==> src/rtl/ifetch_stage.sv <==
// rtl/ifetch_stage.sv - instruction fetch front end: PC generation, single outstanding read, instruction FIFO
// Optional feature macro: FETCH_ADDRCHK_EN (compare returned word address against the issued PC)
module ifetch_stage #(
   parameter logic [31:0] RESET_PC = 32'h0000_0000,
   parameter int          QDEPTH   = 2
) (
   input  logic        i_clk,
   input  logic        i_rst,
   output logic [31:0] o_mem_addr,
   output logic        o_mem_re,
   input  logic [31:0] i_mem_data,
   input  logic [31:0] i_mem_read_addr,
   input  logic        i_mem_stall,
   input  logic        i_mem_valid,
   input  logic        i_mem_error,
   input  logic        i_redirect,
   input  logic [31:0] i_redirect_pc,
   output logic [31:0] o_inst,
   output logic [31:0] o_pc,
   output logic        o_fault,
   output logic        o_valid,
   input  logic        i_ready
);
   localparam int            PW    = $clog2(QDEPTH);
   localparam int            CW    = PW + 1;
   localparam logic [CW-1:0] DEPTH = CW'(QDEPTH);

   typedef enum logic [1:0] {ST_RUN, ST_DRAIN, ST_HALT} state_t;

   state_t        state, state_nxt;
   logic [31:0]   pc;
   logic [31:0]   issued_pc;
   logic          outstanding;
   logic [64:0]   fifo_mem [QDEPTH];
   logic [PW-1:0] wr_ptr, rd_ptr;
   logic [CW-1:0] count;
   logic [CW-1:0] free_slots;
   logic          resp_accept;
   logic          addr_bad;
   logic          issue;
   logic          push;
   logic          pop;
   logic [64:0]   push_entry;
   logic [64:0]   head;

   // a response is only meaningful while our single read is in flight
   assign resp_accept = outstanding && !i_mem_stall && i_mem_valid;
   assign free_slots  = DEPTH - count;

`ifdef FETCH_ADDRCHK_EN
   // a bus error already produces a fault entry, so the address check stands aside
   assign addr_bad = (i_mem_read_addr != issued_pc) && !i_mem_error;
`else
   logic unused_read_addr;
   assign unused_read_addr = ^i_mem_read_addr;
   assign addr_bad         = 1'b0;
`endif

   // next state, issue decision and FIFO push entry; redirect overrides everything
   always_comb begin
      state_nxt  = state;
      issue      = 1'b0;
      push       = 1'b0;
      push_entry = {32'h0, issued_pc, 1'b1};
      if (i_redirect) begin
         state_nxt = (outstanding && !resp_accept) ? ST_DRAIN : ST_RUN;
      end else begin
         case (state)
            ST_RUN: begin
               if (resp_accept) begin
                  push = 1'b1;
                  if (i_mem_error || addr_bad) begin
                     state_nxt = ST_HALT;
                  end else begin
                     push_entry = {i_mem_data, issued_pc, 1'b0};
                  end
               end else if (!outstanding && (free_slots != '0)) begin
                  if (pc[1:0] != 2'b00) begin
                     push       = 1'b1;
                     push_entry = {32'h0, pc, 1'b1};
                     state_nxt  = ST_HALT;
                  end else if (!i_mem_stall) begin
                     issue = 1'b1;
                  end
               end
            end
            ST_DRAIN: begin
               if (resp_accept) begin
                  state_nxt = ST_RUN;
               end
            end
            ST_HALT: begin
               state_nxt = ST_HALT;
            end
            default: begin
               state_nxt = ST_RUN;
            end
         endcase
      end
   end

   // state register
   always_ff @(posedge i_clk or posedge i_rst) begin
      if (i_rst) begin
         state <= ST_RUN;
      end else begin
         state <= state_nxt;
      end
   end

   // fetch PC and the in-flight read bookkeeping
   always_ff @(posedge i_clk or posedge i_rst) begin
      if (i_rst) begin
         pc          <= RESET_PC;
         issued_pc   <= 32'h0;
         outstanding <= 1'b0;
      end else begin
         if (i_redirect) begin
            pc <= i_redirect_pc;
         end else if (issue) begin
            pc <= pc + 32'd4;
         end
         if (issue) begin
            outstanding <= 1'b1;
            issued_pc   <= pc;
         end else if (resp_accept) begin
            outstanding <= 1'b0;
         end
      end
   end

   assign pop = o_valid && i_ready && !i_redirect;

   // FIFO pointers and occupancy; a redirect empties the queue in one edge
   always_ff @(posedge i_clk or posedge i_rst) begin
      if (i_rst) begin
         wr_ptr <= '0;
         rd_ptr <= '0;
         count  <= '0;
      end else if (i_redirect) begin
         wr_ptr <= '0;
         rd_ptr <= '0;
         count  <= '0;
      end else begin
         if (push) begin
            wr_ptr <= wr_ptr + PW'(1);
         end
         if (pop) begin
            rd_ptr <= rd_ptr + PW'(1);
         end
         count <= count + CW'(push) - CW'(pop);
      end
   end

   // FIFO storage: {inst, pc, fault}
   always_ff @(posedge i_clk) begin
      if (push) begin
         fifo_mem[wr_ptr] <= push_entry;
      end
   end

   assign head       = fifo_mem[rd_ptr];
   assign o_valid    = (count != '0);
   assign o_inst     = o_valid ? head[64:33] : 32'h0;
   assign o_pc       = o_valid ? head[32:1]  : 32'h0;
   assign o_fault    = o_valid ? head[0]     : 1'b0;
   assign o_mem_addr = pc;
   assign o_mem_re   = issue && !i_rst;
endmodule

==> config.mk <==
export PLATFORM = sky130hd
export DESIGN_NAME = ifetch_stage
export DESIGN_NICKNAME = d
export VERILOG_FILES = /design/src/rtl/ifetch_stage.sv
export SDC_FILE = /design/constraint.sdc
export NUM_CORES = 1
export LEC_CHECK = 0
export ABC_AREA = 1
export CAP_MARGIN = 5
export CORE_ASPECT_RATIO = 1.1
export CORE_MARGIN = 2
export CORE_UTILIZATION = 55
export DETAILED_ROUTE_END_ITERATION = 10
export GPL_TIMING_DRIVEN = 0
export PLACE_DENSITY = 0.88
export SLEW_MARGIN = 15
export SYNTH_ARGS = -nofsm -noshare
export SYNTH_HDL_FRONTEND = slang
export SYNTH_SLANG_ARGS = --single-unit
==> constraint.sdc <==
create_clock -name i_clk -period 8.8 [get_ports i_clk]
set_input_delay 0.88 -clock i_clk [delete_from_list [all_inputs] [get_ports i_clk]]
set_output_delay 0.88 -clock i_clk [all_outputs]
set_load 0.005 [all_outputs]
Yosys cells after proc, flatten, opt, wreduce, memory -nomap -nowiden. Memory sizes are Yosys's and may differ from the RTL's. Index checks and enable logic that the tools add are counted.

Flip-flop bits (word level): 71. RAM bits: 130. Memories kept: 1. Word-level logic and storage cells: 80. Output and inout port bits: 99.

Memories: fifo_mem (depth 2, bits a word 65, rd ports 1, clocked after memory_dff 0, wr ports 1, line 34) `logic [64:0] fifo_mem [QDEPTH];`.

Mux-type cells: 39. $add $sub $neg: 6. Equality and inequality tests: 6. Reductions and logical operators: 21.

Operator list (count): 65-bit 2-to-1 mux (4); 32-bit 2-to-1 mux (4); 33-bit 2-to-1 mux (2); 32-bit by 3-bit adder with 32-bit output (second input constant) (1); 1-bit 2-to-1 mux (21); 2-bit 2-to-1 mux (7); 2-bit nonzero test (7); 4-bit inequality test (second input constant) (3); 1-bit logical AND (7); 2-bit case mux with 3 select lines (1); 1-bit zero test (5); 4-bit AND reduction (1); 3-bit inequality test (second input constant) (1); 1-bit adder (second input constant) (2); 2-bit by 1-bit adder with 2-bit output (1); 2-bit by 1-bit == test with 1-bit output (second input constant) (1); 2-bit == test (second input constant) (1); 2-bit zero test (1); 2-bit by 1-bit subtractor with 2-bit output (1); 2-bit subtractor (first input constant) (1).

Depth between registers and ports, before layout. Gate-level depths: netlist of run 1.

Depth after elaboration: 10. Mapped depth: 10. Depth with buffers taken out: 10.

Worst setup path before layout of run 1. Ideal clock, no wire load.

Path type: input port to flip-flop. Start: in i_redirect. End: mem fifo_mem[1][0] (enable). Arrival: 4.203 ns. Buffers on the path: 3. Data required time: 8.312 ns. Stages: 6. Slack: 4.109 ns. Cells stage by stage: buf_2 inv_2 buf_6 buf_2 nand2_1 nor2_1.

Longest elaborated chain between the ends: 3.

RTL lines: from (decl) (line 16) `input logic i_redirect,`; 1-bit 2-to-1 mux (line 65) `if (i_redirect) begin`; 1-bit 2-to-1 mux (line 157) `if (push) begin`; 1-bit 2-to-1 mux (not written as such) (line 158) `fifo_mem[wr_ptr] <= push_entry;`; to (decl) (line 34).

Every way passes these cells.

Final worst setup path of run 1.
Start: in i_mem_stall. End: out o_mem_re.

Longest elaborated chain between the ends: 7. Elaborated cells on any way between the ends: 10.

RTL lines: from (decl) (line 13) `input logic i_mem_stall,`; 1-bit 2-to-1 mux / 1-bit zero test (equally long branches); 1-bit 2-to-1 mux / 1-bit logical AND (equally long branches) (line 78, 47); 1-bit 2-to-1 mux / 1-bit logical AND (equally long branches) (line 77, 47); 1-bit 2-to-1 mux (*) (line 70) `if (resp_accept) begin`; 1-bit 2-to-1 mux (*) (line 68) `case (state)`; 1-bit 2-to-1 mux (*) (line 65); 1-bit logical AND (*) (line 168) `assign o_mem_re = issue && !i_rst;`; to (decl) (line 10) `output logic o_mem_re,`.

Every way passes the cells marked *; elsewhere a longest branch is shown, timed or not.

==> results.cfg, run 1 <==
[status]
status = complete, no violations

[sta]
finalHoldViolations = 0
finalSetupViolations = 0
rsz0062_at_grt = false
period_minus_slack_ns = 3.46
fin_skew_ns = 0.00863
relSlewSlack = 0.565
hold_slack_ns = 0.491
layout_setup_ws_ns = 5.34
timing.final.crit_share = 0.393
fin_tns_setup_ns = 0
drv_slew = 0
worstMarginPinSlew_ns = 0.652
max_clock_freq_ghz = 0.289

[cts]
clock_latency_ns = 0.49
path_clk_slew_ns = 0.06
htree_levels = 1
cts-resized-gates = 0
clock_sinks = 201
cts_buffer_depth = 3
numCtsBuffers = 21
tritoncts = built
cts_setup_buffers = 0
hold_buffers = 0
cts_root_buf = clkbuf_16

[placement]
globalplace.congestion = 0.891
dp_hpwl_um = 17700
pre_cts_slack_ns = 5.36
dp.cells = 1377
dpl_cell_area_mm2 = 0.0114
port_buffers = 168

[critical_path]
critical_path_required_ns = 7.92
arrival_ns = 2.58
crit_slowest_cell = clkdlybuf4s50_1
endpoint_kind = output pin
cp-start-kind = input pin
path_class = in2out
crit_path_max_fanout = 10
crit_path_max_incr_delay_ns = 0.51
path_cells = clkdlybuf4s50_1 > inv_1 > nand2_2 > nor2_4 > nand3_2 > buf_2 > nor2_1 > clkdlybuf4s50_1
cp_common_cell = clkdlybuf4s50_1

[floorplan]
die-area_mm2 = 0.0180
start_util = 0.566
rows = 49
boundaryPins = 202
die_h_um = 141
coreArea_mm2 = 0.0165
die_w_um = 128

[global_route]
first_global_vias = 7746
track_usage = 0.274
grt_max_degree = 54
grt_pass1_wl_um = 38700
antenna_found_initial = 1
grt.overflow.total = 0

[routing]
routedWlPerCell_um = 17.1
drcViolationCount = 0
firstDrtPassIters = 5
avgViaCountPerCell = 5.46
routed-via-count = 7717
drt_iter0_markers = 834
totalWireLength_um = 24200
antenna_left = 0

[power]
p_leak_nw = 4.99
finalPower_mw = 3.30
power.density_mw_per_mm2 = 274
vdd.ir_drop.worst_uv = 142

[synth]
synthDominantCellAreaShare = 0.419
yosys-top-cells-area = edfxtp_1 (42%), dfrtp_1 (19%), nand2_1 (12%)
syn_avg_cell_area_um2 = 9.33
synthArstFlopShare = 0.353
synthFlopType = edfxtp_1
yosys_register_bits = 201
yosysTopAreaCell = edfxtp_1
syn_inst = 1000
syn_nets = 1106
synth_area_mm2 = 0.00933
synth_edf_count = 130
ys_warn_count = 0
yosysUniqueCellTypes = 34
synth-seq-area-share = 0.609

[cells_and_area]
final_core_util = 0.730
final_cell_count_no_fill = 1414
stdcell_area_mm2 = 0.0120
drive_above_1_share = 0.0769
area_growth_pct = 29.0
fin_nets = 1302
diodes = 0
nFillCells = 1167

[hold_path]
hp-class = reg2reg

[run]
drv_cap = 0
[cells in the final DEF, fill, tap and decap left out, drive strengths merged, types with 2 or more instances in the layout]
master	instances
nand2	314
clkdlybuf4s50	168
edfxtp	130
inv	105
nor2	87
o21ai	80
dfrtp	71
a21oi	66
nand3	52
clkbuf	47
buf	38
nand4	10
o211ai	10
xor2	10
nor3	6
clkinv	5
ha	3
xnor2	2
[critical path: cells and delay by family]
| family | cells | cell delay (ns) |
|---|---|---|
| buf+inv | 4 | 1.27 |
| simple gates | 4 | 0.42 |
[cells by family (layout without fill, tap and decap cells)]
logic type                 Yosys count  in the layout  share of synthesized area
adders and majority gates            3              3                    0.00402
buffers and inverters              153            363                     0.0675
muxes                                1              1                    0.00107
DFF                                201            201                      0.609
xor gates and xnor gates            12             12                     0.0113
and+or+nand+nor                    469            469                      0.217
AOI/OAI and AO/OA                  161            161                     0.0901
[final cells by class]
type                    instances  area [µm²]  area share
clock inverters                 5        28.8     0.00239
well taps                     204         255      0.0212
repair buffers                173        1800       0.149
clock buffers                  32         607      0.0504
inverters                     105         397      0.0330
plain buffers                  48         235      0.0195
flip-flops and latches        201        5680       0.472
multi-input cells             646        3030       0.252
[synth_stat cells (3+ instances only)]
| cell type | number |
|---|---|
| nor2_4 | 8 |
| o211ai_1 | 10 |
| xor2_1 | 10 |
| nand2_4 | 4 |
| o21ai_1 | 48 |
| clkbuf_1 | 15 |
| buf_6 | 4 |
| nand3_2 | 6 |
| nand2_1 | 308 |
| nor2_1 | 70 |
| ha_1 | 3 |
| nand4_1 | 10 |
| o21ai_0 | 32 |
| inv_1 | 100 |
| nor2_2 | 8 |
| buf_1 | 13 |
| dfrtp_1 | 71 |
| edfxtp_1 | 130 |
| buf_2 | 14 |
| a21oi_1 | 66 |
| nand3_1 | 46 |
| nor3_1 | 5 |
| inv_2 | 5 |
[worst paths after layout]
check	from	end	slack [ns]	depth (start not counted)
worst min register to register	issued_pc[31]$_DFFE_PP0P_	issued_pc[31]$_DFFE_PP0P_	0.49	2
worst min-delay path	issued_pc[31]$_DFFE_PP0P_	issued_pc[31]$_DFFE_PP0P_	0.49	2
worst max register to register	count[1]$_DFF_PP0_	fifo_mem[0][64]$_DFFE_PP_	6.38	7
worst max-delay path	i_mem_stall	o_mem_re	5.34	8
max in group asynchronous	i_rst	issued_pc[6]$_DFFE_PP0P_	7.53	3
min in group asynchronous	i_rst	o_mem_addr[25]$_DFFE_PP0P_	0.73	2
[state kept, by name (all words and copies together), names as in the netlist]
| register | cells |
|---|---|
| wr_ptr | 1 |
| state | 2 |
| issued_pc | 32 |
| fifo_mem | 130 |
| rd_ptr | 1 |
| outstanding | 1 |
| count | 2 |
| o_mem_addr | 32 |
[report_power, final]
part	switching, mW	internal [mW]
logic	0.634	0.492
registers	0.106	1.25
clock network	0.343	0.475
total	1.08	2.22
[layer usage]
metal / global-route usage / part of all wire
met3: 0.0364 / 0.073
met2: 0.472 / 0.50
met5: 0 / 0.00033
met1: 0.354 / 0.40
met4: 0.108 / 0.030
Note: power is estimated with default switching activity, not from simulation.
==> run 2: changes to the inputs <==
- CORE_UTILIZATION: 55 -> 46
- PLACE_DENSITY: 0.88 -> 0.78
- clock period: 8.8 -> 2.9 ns (I/O delays scaled with it)
==> results.cfg, run 2 (synthesis results as in run 1) <==
[cts]
cts_buffer_depth = 3
cts_setup_buffers = 0
tritoncts = built
htree_levels = 1
path_clk_slew_ns = 0.06
hold_buffers = 0
clock_latency_ns = 0.49
cts_root_buf = clkbuf_16
numCtsBuffers = 21
clock_sinks = 201

[critical_path]
crit_path_max_fanout = 10
r2r-end = fifo_mem[0][52]$_DFFE_PP_
rrSetupSlack_ns = 0.60
critPathTopFamily = buffers and inverters
arrival_ns = 2.49
endpoint_kind = output pin
worst-path-buf-inv = 3
cp-start-kind = register
path_cells = nor2_1 > buf_2 > buf_1 > a21oi_1 > clkdlybuf4s50_1
crit_path_max_incr_delay_ns = 0.47
reg2reg_from = count[0]$_DFF_PP0_
crit_slowest_cell = clkdlybuf4s50_1
critical_path_required_ns = 2.61
path_class = reg2out
reg2regPathDepth = 8

[cells_and_area]
drive_above_1_share = 0.0826
diodes = 0
area_growth_pct = 30.5
fin_nets = 1302
largest_reg_flops = 130
final_common_cell = nand2_1
final_cell_mix = nand2_1 (308), clkdlybuf4s50_1 (168), edfxtp_1 (130), inv_1 (99), dfrtp_1 (71)
final_cell_count_no_fill = 1462
nFillCells = 1615
top_register = fifo_mem
final_core_util = 0.613

[sta]
relSlewSlack = 0.577
drv_slew = 0
max_clock_freq_ghz = 0.359
fin_tns_setup_ns = 0
layout_setup_ws_ns = 0.118
finalHoldViolations = 0
rsz0062_at_grt = true
fin_skew_ns = 0.0108
timing.final.crit_share = 0.959
worstMarginPinSlew_ns = 0.635
period_minus_slack_ns = 2.78
finalSetupViolations = 0

[placement]
port_buffers = 168
dp_hpwl_um = 17300
dp.cells = 1425
pre_cts_slack_ns = 0.258
globalplace.congestion = 0.927

[global_route]
track_usage = 0.220
grt_pass1_wl_um = 37500
antenna_found_initial = 0
grt_max_degree = 53
first_global_vias = 7298
grt.overflow.total = 0

[routing]
routed-via-count = 7576
drcViolationCount = 0
totalWireLength_um = 23700
avgViaCountPerCell = 5.18
firstDrtPassIters = 5
drt_iter0_markers = 568
antenna_left = 0
routedWlPerCell_um = 16.2

[run]
drv_cap = 0

[power]
power.density_mw_per_mm2 = 839
p_leak_nw = 5.03
vdd.ir_drop.worst_uv = 430
finalPower_mw = 10.2

[hold_path]
hp-class = in2async

[floorplan]
die_h_um = 153
die-area_mm2 = 0.0214
boundaryPins = 202
coreArea_mm2 = 0.0199
start_util = 0.470
die_w_um = 140
rows = 54

[status]
status = complete, no violations
[run 2: cell types whose count changed in the layout (fill, tap and decap cells not counted), sizes merged]
cell    change
buf         -2
inv         +1
clkbuf      -2
clkinv      +1
bufinv      +2
[run 2: final cells by class]
type	instances	area [µm²]	share of cell area
flip-flops and latches	201	5680	0.467
multi-input cells	646	3030	0.249
repair buffers	173	1800	0.148
clock buffers	28	593	0.0487
inverters	105	397	0.0326
well taps	252	315	0.0259
plain buffers	48	240	0.0197
clock inverters	9	108	0.00884
[run 2: metal layers]
layer | vias to the layer above | track usage | wire (µm)
met2 | 293 | 0.378 | 11800
met3 | 35 | 0.0291 | 1590
met4 | 0 | 0.0638 | 532
li1 | 3669 | - | -
met5 | - | 0 | 0
met1 | 3579 | 0.293 | 9790
[run 2: per-stage QoR]
step / instance area [µm²] / hold slack (ns)
after floorplan: 9340 / 0.407
after global placement: 11300 / 0.449
after detailed placement: 11500 / 0.453
after CTS: 12200 / 0.123
after global routing: 12200 / 0.152
final: 12200 / 0.127
[run 2: worst reg2reg max path, cell delays in order, from the launching register on]
cell,delay [ns]
dfrtp_1,0.39
inv_1,0.05
nand2_1,0.07
nand2_1,0.10
o21ai_0,0.22
nand3_1,0.20
nor2_4,0.48
buf_16,0.25
buf_12,0.22
[run 2: where the power goes]
group          internal (mW)  leakage (nW)  switching (mW)
clock network           1.62         0.347            1.08
registers               3.79          2.11           0.317
logic                   1.50          2.57            1.89
total                   6.91          5.03            3.29
[run 2: repair_timing]
item	4_1_cts	5_1_grt
resized for setup	2	2
endpoints found under the hold margin	0	0
endpoints found under the setup margin	5	40
cloned	0	0
[run 2: how the worst max path moves through the flow]
stage                                   from                        end  slack (ns)  depth (start not counted)
after global routing      count[1]$_DFF_PP0_                 o_inst[27]       -0.07                          5
final                     count[1]$_DFF_PP0_                   o_pc[24]        0.12                          5
after detailed placement         i_mem_stall  fifo_mem[0][62]$_DFFE_PP_        0.26                          8
after global placement                 i_rst  o_mem_addr[4]$_DFFE_PP0P_       -0.46                          2
after CTS                 rd_ptr$_DFFE_PP0P_                 o_inst[27]        0.01                          6
after floorplan                   i_redirect   fifo_mem[1][0]$_DFFE_PP_        0.58                          6
==> run 3: changes to the inputs <==
- PLACE_DENSITY: 0.78 -> default
- PLACE_DENSITY_LB_ADDON: default -> 0.25
- TNS_END_PERCENT: default -> 1
==> results.cfg, run 3 (synthesis results as in run 1) <==
[cells_and_area]
final_cell_count_no_fill = 1464
nFillCells = 1675
diodes = 0
final_common_cell = nand2_1
top_register = fifo_mem
area_growth_pct = 31.1
drive_above_1_share = 0.0842
final_cell_mix = nand2_1 (308), clkdlybuf4s50_1 (168), edfxtp_1 (130), inv_1 (99), dfrtp_1 (71)
fin_nets = 1303
largest_reg_flops = 130
final_core_util = 0.616

[placement]
dp_hpwl_um = 17200
globalplace.congestion = 0.934
dp.cells = 1426
port_buffers = 168

[global_route]
antenna_found_initial = 0
grt_pass1_wl_um = 37600
grt_max_degree = 51
first_global_vias = 7261
grt.overflow.total = 0
track_usage = 0.219

[routing]
avgViaCountPerCell = 5.12
drcViolationCount = 0
totalWireLength_um = 23600
routed-via-count = 7494
firstDrtPassIters = 5
antenna_left = 0
drt_iter0_markers = 518
routedWlPerCell_um = 16.1

[cts]
tritoncts = built
cts_root_buf = clkbuf_16
clock_sinks = 201
numCtsBuffers = 21
cts_setup_buffers = 0
hold_buffers = 0
cts-resized-gates = 0
htree_levels = 1
cts_buffer_depth = 3
clock_latency_ns = 0.50
path_clk_slew_ns = 0.07

[floorplan]
die_h_um = 153
rows = 54
die_w_um = 140
boundaryPins = 202
start_util = 0.470
die-area_mm2 = 0.0214
coreArea_mm2 = 0.0199

[sta]
worstMarginPinSlew_ns = 0.630
finalSetupViolations = 0
relSlewSlack = 0.579
finalHoldViolations = 0
timing.final.crit_share = 0.935
rsz0062_at_grt = true
max_clock_freq_ghz = 0.369
period_minus_slack_ns = 2.71
drv_slew = 0
fin_skew_ns = 0.0144

[critical_path]
path_class = reg2out
cp-start-kind = register
critPathLaunch = count[1]$_DFF_PP0_
crit_path_max_fanout = 10
endpoint_kind = output pin
reg2reg_from = count[1]$_DFF_PP0_
critical_path_required_ns = 2.61
arrival_ns = 2.42

[status]
status = complete, no violations

[power]
p_int_mw = 7.06
power.density_mw_per_mm2 = 847
pwr-share-seq = 0.395
vdd.ir_drop.worst_uv = 512
switching_share = 0.318
combPwrFrac = 0.331
p_switching_mw = 3.29
clockPowerShare = 0.274
p_leak_nw = 5.06

[hold_path]
hp-class = in2async

[run]
drv_cap = 0
==> run 3: changes by cell type in the layout (fill, tap and decap cells not counted) <==
cell       previous run  this run
buf_1                 9         7
buf_16                3         4
buf_2                16        14
bufinv_16             2         4
clkbuf_16            22        21
clkbuf_2              2         6
clkinv_1              0         2
clkinv_4              3         0
inv_4                 2         1
inv_6                 0         2
==> run 3: worst paths after layout <==
kind	endpoint	cells past startpoint	slack [ns]
setup reg to reg	fifo_mem[0][57]$_DFFE_PP_	7	0.62
hold reg to reg	issued_pc[1]$_DFFE_PP0P_	2	0.47
max in group asynchronous	issued_pc[6]$_DFFE_PP0P_	3	2.21
setup / recovery	o_inst[18]	5	0.19
min in group i_clk	o_mem_addr[28]$_DFFE_PP0P_	5	0.30
hold / removal	issued_pc[30]$_DFFE_PP0P_	2	0.13
==> run 3: metrics by stage <==
step                setup WS, ns  hold slack [ns]  power [mW]  TNS [ns]  instance area (µm²)
finish                     0.188            0.126        10.4         0                12200
global route            -0.00292            0.159        11.0  -0.00292                12200
CTS                       0.0124            0.127        10.4         0                12200
global placement           -1.46            0.451        7.40   -150.73                11300
detailed placement         0.283            0.453        7.58         0                11500
floorplan                -0.0884            0.407        5.80     -5.75                 9340
==> run 3: area by class of cell <==
cell class                 instances  area (µm²)  area share
sequential                       201        5680       0.465
multi-input combinational        646        3030       0.248
timing repair buffer             174        1830       0.150
clock buffer                      27         568      0.0465
inverter                         105         397      0.0324
tap                              252         315      0.0258
buffer                            48         243      0.0199
clock inverter                    11         160      0.0131
==> run 3: power by group through the flow <==
stage	combinational [mW]	clock, mW	sequential [mW]
5_1_grt	3.80	3.01	4.16
3_5_place_dp	3.44	0	4.14
6_report	3.42	2.84	4.09
4_1_cts	3.46	2.88	4.09
3_3_place_gp	3.26	0	4.15
2_1_floorplan	1.71	0	4.09
==> run 3: layer usage <==
metal	global-route usage	vias to the layer above	part of all wire
met5	0	-	0
met4	0.0667	0	0.025
met3	0.0382	45	0.077
met2	0.369	284	0.48
met1	0.290	3491	0.42
li1	-	3674	-
==> run 3: critical path: stages, from the launching register on <==
cell	delay (ns)
dfrtp_1	0.40
nor2_1	0.23
buf_2	0.29
buf_1	0.41
a21oi_1	0.12
clkdlybuf4s50_1	0.47
